File: src/rtl/pingpong_pkg.sv
// Shared definitions for the ping-pong select loader: widths, defaults and the lane enum.
package pingpong_pkg;

    localparam int SEL_W     = 5;
    localparam int DEF_WIDTH = 8;

    typedef enum logic {
        LANE_A = 1'b0,
        LANE_B = 1'b1
    } lane_e;

endpackage

File: src/rtl/pingpong_lane.sv
// One lane of the ping-pong buffer: a data register and its full flag.
module pingpong_lane
    import pingpong_pkg::*;
#(
    parameter int WIDTH = DEF_WIDTH
) (
    input  logic             clk,
    input  logic             rst,
    input  logic             clr,
    input  logic             load,
    input  logic             unload,
    input  logic [WIDTH-1:0] in_data,
    output logic [WIDTH-1:0] data,
    output logic             full
);

    logic [WIDTH-1:0] r_data;
    logic             r_full;

    // Data survives clr and unload; only rst or a new load changes it.
    always_ff @(posedge clk) begin
        if (rst) begin
            r_data <= '0;
        end else if (load) begin
            r_data <= in_data;
        end
    end

    always_ff @(posedge clk) begin
        if (rst || clr) begin
            r_full <= 1'b0;
        end else if (load) begin
            r_full <= 1'b1;
        end else if (unload) begin
            r_full <= 1'b0;
        end
    end

    assign data = r_data;
    assign full = r_full;

endmodule

File: src/rtl/pingpong_sel_loader.sv
// Steers a valid/ready stream alternately into two lanes and drives the parity-select counter.
module pingpong_sel_loader
    import pingpong_pkg::*;
#(
    parameter int WIDTH   = DEF_WIDTH,
    parameter int SEL_MAX = 31
) (
    input  logic             clk,
    input  logic             rst,
    input  logic             flush,
    input  logic [WIDTH-1:0] in_data,
    input  logic             in_valid,
    output logic             in_ready,
    input  logic             out_ready,
    output logic             out_valid,
    output logic [SEL_W-1:0] sel,
    output logic [WIDTH-1:0] data_a,
    output logic [WIDTH-1:0] data_b,
    output logic             wrap,
    output logic [1:0]       occupancy
);

    generate
        if ((SEL_MAX % 2) != 1 || SEL_MAX > 31 || SEL_MAX < 1) begin : g_bad_sel_max
            $error("pingpong_sel_loader: SEL_MAX must be odd and in 1..31");
        end
    endgenerate

    lane_e            r_wp;
    logic [SEL_W-1:0] r_sel;
    logic             r_wrap;

    logic  w_full_a, w_full_b;
    logic  w_full_wp, w_full_rd;
    lane_e w_rd_lane;
    logic  w_wr, w_rd, w_at_max;
    logic  w_load_a, w_load_b, w_unload_a, w_unload_b;

    always_comb begin
        w_rd_lane  = (r_sel[0] == 1'b0) ? LANE_A : LANE_B;
        w_full_wp  = (r_wp == LANE_A) ? w_full_a : w_full_b;
        w_full_rd  = (w_rd_lane == LANE_A) ? w_full_a : w_full_b;
        in_ready   = !w_full_wp && !rst && !flush;
        out_valid  = w_full_rd;
        w_wr       = in_valid && in_ready;
        // flush/rst override a read handshake so sel never advances under them
        w_rd       = w_full_rd && out_ready && !flush && !rst;
        w_at_max   = (r_sel == SEL_W'(SEL_MAX));
        w_load_a   = w_wr && (r_wp == LANE_A);
        w_load_b   = w_wr && (r_wp == LANE_B);
        w_unload_a = w_rd && (w_rd_lane == LANE_A);
        w_unload_b = w_rd && (w_rd_lane == LANE_B);
    end

    pingpong_lane #(.WIDTH(WIDTH)) u_lane_a (
        .clk     (clk),
        .rst     (rst),
        .clr     (flush),
        .load    (w_load_a),
        .unload  (w_unload_a),
        .in_data (in_data),
        .data    (data_a),
        .full    (w_full_a)
    );

    pingpong_lane #(.WIDTH(WIDTH)) u_lane_b (
        .clk     (clk),
        .rst     (rst),
        .clr     (flush),
        .load    (w_load_b),
        .unload  (w_unload_b),
        .in_data (in_data),
        .data    (data_b),
        .full    (w_full_b)
    );

    always_ff @(posedge clk) begin
        if (rst || flush) begin
            r_wp   <= LANE_A;
            r_sel  <= '0;
            r_wrap <= 1'b0;
        end else begin
            if (w_wr) begin
                r_wp <= (r_wp == LANE_A) ? LANE_B : LANE_A;
            end
            if (w_rd) begin
                r_sel <= w_at_max ? '0 : r_sel + SEL_W'(1);
            end
            r_wrap <= w_rd && w_at_max;
        end
    end

    assign sel       = r_sel;
    assign wrap      = r_wrap;
    assign occupancy = {1'b0, w_full_a} + {1'b0, w_full_b};

endmodule
File: config.mk
export PLATFORM = sky130hd
export DESIGN_NAME = pingpong_sel_loader
export DESIGN_NICKNAME = d
export VERILOG_FILES = /design/src/rtl/pingpong_pkg.sv /design/src/rtl/pingpong_lane.sv /design/src/rtl/pingpong_sel_loader.sv
export SDC_FILE = /design/constraint.sdc
export NUM_CORES = 1
export LEC_CHECK = 0
export ABC_AREA = 1
export BUFFER_PORTS_ARGS = -buffer_cell sky130_fd_sc_hd__buf_4
export CAP_MARGIN = 0
export CORE_ASPECT_RATIO = 1.75
export CORE_MARGIN = 5
export CORE_UTILIZATION = 45
export DETAILED_ROUTE_END_ITERATION = 10
export PLACE_DENSITY = 0.72
export SETUP_SLACK_MARGIN = 0.02
export SLEW_MARGIN = 20
export SYNTH_ARGS = -nofsm -noshare
export SYNTH_HDL_FRONTEND = slang
export SYNTH_SLANG_ARGS = --single-unit
File: constraint.sdc
create_clock -name clk -period 4.4 [get_ports clk]
set_clock_uncertainty 0.15 [all_clocks]
set_input_delay 0.22 -clock clk [delete_from_list [all_inputs] [get_ports clk]]
set_output_delay 0.22 -clock clk [all_outputs]
set_load 0.05 [all_outputs]
==> flow_summary.json <==
{
  "cts-hold-fix-buffers": 0,
  "multi_input_area_sq_um": 600.6,
  "drt_iter0_drc": 23,
  "cp_num_buf_inv": 2,
  "cts_sinks": 25,
  "slew_violations": 0,
  "io_buffers": 38,
  "row_count": 25,
  "die_h_um": 78.84,
  "synth.mux.area_fraction": 0,
  "synth_top_family_by_area": "simple AND/OR/NAND/NOR gates",
  "synth_adder_area_share": 0.03080,
  "cap_violations": 0,
  "yosys_register_bits": 25,
  "layout_common_cells": "buf_4 (38), nor2_1 (37), nand2_1 (34)",
  "place_congestion": 0.8322,
  "die_x_um": 49.34,
  "syn-cell-area_sq_um": 1219,
  "place_inst": 225,
  "status": "finished clean",
  "tightest_slew_ps": 508.4,
  "crit_path_start": "r_wp$_SDFFE_PP0N_",
  "ff_latch_area_sq_um": 500.5,
  "finalWirelength_um": 2707,
  "ys_warn_count": 0,
  "critPathSlowestCell": "dfxtp_1",
  "drc_errors": 0,
  "fin_cells": 229,
  "clk_pin_slew_worst_paths_ps": 80,
  "irDropWorstVdd_mv": 0.2054,
  "synth-compound-area-share": 0.05852,
  "dominantRegCellSynth": "dfxtp_1",
  "synth_simple_gate_area_frac": 0.4035,
  "min_period_over_period": 0.5021,
  "r2r_end": "u_lane_b.data[1]$_SDFFE_PP0P_",
  "synth_nets": 184,
  "flow.area_growth_from_synthesis_pct": 26.39,
  "crit_fanout": 19,
  "cp_common_cell": "nand2_2",
  "clockBufferDepth": 2,
  "post_cts_buffers": 0,
  "drive_above_1_share": 0.2772,
  "antenna_left": 0,
  "cp.required_ps": 4030,
  "cp-end-kind": "output pin",
  "period_needed_ps": 2209,
  "synth_xor_area_frac": 0,
  "r2r-start": "r_wp$_SDFFE_PP0N_",
  "setup_viol": 0,
  "dp_hpwl_um": 2199,
  "clock-root-buffer": "clkbuf_8",
  "critPathTopFamily": "flip-flops",
  "grt_max_degree": 20,
  "track_usage": 0.1456,
  "clk_latency_ps": 270,
  "cpPeakStageDelay_ps": 650,
  "cts_inserted_buffers": 3,
  "die_area_sq_um": 3890,
  "endpoint": "in_ready",
  "syn_avg_cell_area_sq_um": 7.254,
  "reg2reg_depth": 7,
  "synth_cell_types": 24,
  "hold_viol_final": 0,
  "antenna_found_initial": 0,
  "start_kind": "register",
  "htree_levels": 1,
  "initial_core_util": 0.4584,
  "ys_seq_area_frac": 0.4107,
  "fin_setup_tns_ps": 0,
  "relSlewSlack": 0.6606,
  "grt_pass1_vias": 1147,
  "cp.arrival_ps": 1840,
  "synthCells": 168,
  "p_leak_nw": 0.6781,
  "nets": 219,
  "final_common_cell": "buf_4",
  "rsz0062_at_grt": "false",
  "core_sq_um": 2659,
  "ys_async_sr_fraction": 0,
  "num_vias": 1171,
  "avgRoutedWirePerCell_um": 11.82,
  "cp.depth": 5,
  "r2r_slack_ps": 2550,
  "cp_cell_sequence": "inv_2 > nand2_2 > nand2_2 > nor2_8 > buf_4",
  "cts_resized": 0,
  "path_class": "reg2out",
  "n_antenna_cell": 0,
  "max_freq_ghz": 0.4527,
  "synth-edff-count": 0,
  "worstHoldPathType": "in2reg",
  "cts_tree": "done",
  "grt_pass1_wl_um": 4678,
  "fin_worst_hold_slack_ps": 138.4,
  "grt_overflow": 0,
  "fill_cells": 253,
  "p_per_area_nw_per_um2": 282.7,
  "ios": 39,
  "dr.pass1.iters": 4,
  "routed_via_density": 5.114
}
[where the power goes]
part	total (mW)	internal [mW]	switching, mW
logic	0.0655	0.0219	0.0436
clock network	0.136	0.0641	0.0719
registers	0.234	0.231	0.00326
[state kept, by name (all words and copies together) (netlist names)]
signal and cells:
r_wp 1, sel 5, u_lane_a.data 8, u_lane_a.full 1, u_lane_b.data 8, u_lane_b.full 1, wrap 1
[worst reg2reg max path, delay by kind of cell, from the launching register on]
family	cells	cell delay, ps
simple gates	6	720
buf+inv	1	230
flops	1	650
[final cells by class]
cell class | instances | share of cell area
clock buffers | 3 | 0.02681
clock inverters | 1 | 0.004874
inverters | 19 | 0.04630
multi-input cells | 116 | 0.3899
flip-flops and latches | 25 | 0.3249
well taps | 27 | 0.02193
repair buffers | 38 | 0.1852
[metrics by stage]
| step | area (sq um) | utilization | setup WS (ps) | power (mW) |
|---|---|---|---|---|
| after global routing | 1540 | 0.5793 | 2094 | 0.4578 |
| after CTS | 1540 | 0.5793 | 2220 | 0.4398 |
| after global placement | 1491 | 0.5609 | 2584 | 0.3042 |
| final | 1540 | 0.5793 | 2191 | 0.4354 |
| after detailed placement | 1491 | 0.5609 | 2517 | 0.3054 |
| after floorplan | 1219 | - | 2297 | 0.2847 |
[cells by family after synthesis]
logic type,after synthesis
AO/OA/AOI/OAI,12
buffers and inverters,27
AND/OR/NAND/NOR,101
adder cells (fa/ha/maj),3
flip-flops,25
[Yosys cell counts (2+ instances only)]
master    n  area (sq um)
nor2_1   37         138.9
nand2_1  34         127.6
dfxtp_1  25         500.5
inv_1    17         63.81
nand4_1  17         106.4
a21oi_1   5         25.02
a21oi_2   3         26.28
buf_2     3         15.01
ha_1      3         37.54
nor2_4    3         33.78
o21ai_0   3         15.01
inv_2     2         7.510
nand2_2   2         12.51
nand3_1   2         10.01
nand3_2   2         20.02
nor3_1    2         10.01
[routing by layer]
| layer | global-route usage | vias up | routed length (um) |
|---|---|---|---|
| met1 | 0.1419 | 527 | 1047 |
| met3 | 0.02627 | 6 | 132 |
| met2 | 0.2868 | 29 | 1485 |
| met4 | 0.05660 | 0 | 42 |
| met5 | 0 | - | 0 |
| li1 | - | 609 | - |
[worst min-delay path by stage]
stage	endpoint	slack (ps)	start	cells past startpoint
4_1_cts	u_lane_a.data[6]$_SDFFE_PP0P_	140	in_data[6]	5
3_3_place_gp	u_lane_b.data[6]$_SDFFE_PP0P_	320	u_lane_b.data[6]$_SDFFE_PP0P_	2
2_1_floorplan	sel[0]$_SDFFE_PP0N_	280	rst	3
5_1_grt	u_lane_a.data[0]$_SDFFE_PP0P_	150	in_data[0]	5
6_report	u_lane_a.data[6]$_SDFFE_PP0P_	140	in_data[6]	5
3_5_place_dp	u_lane_a.data[5]$_SDFFE_PP0P_	330	u_lane_a.data[5]$_SDFFE_PP0P_	2
No activity file was read; power rests on OpenSTA's default activity.
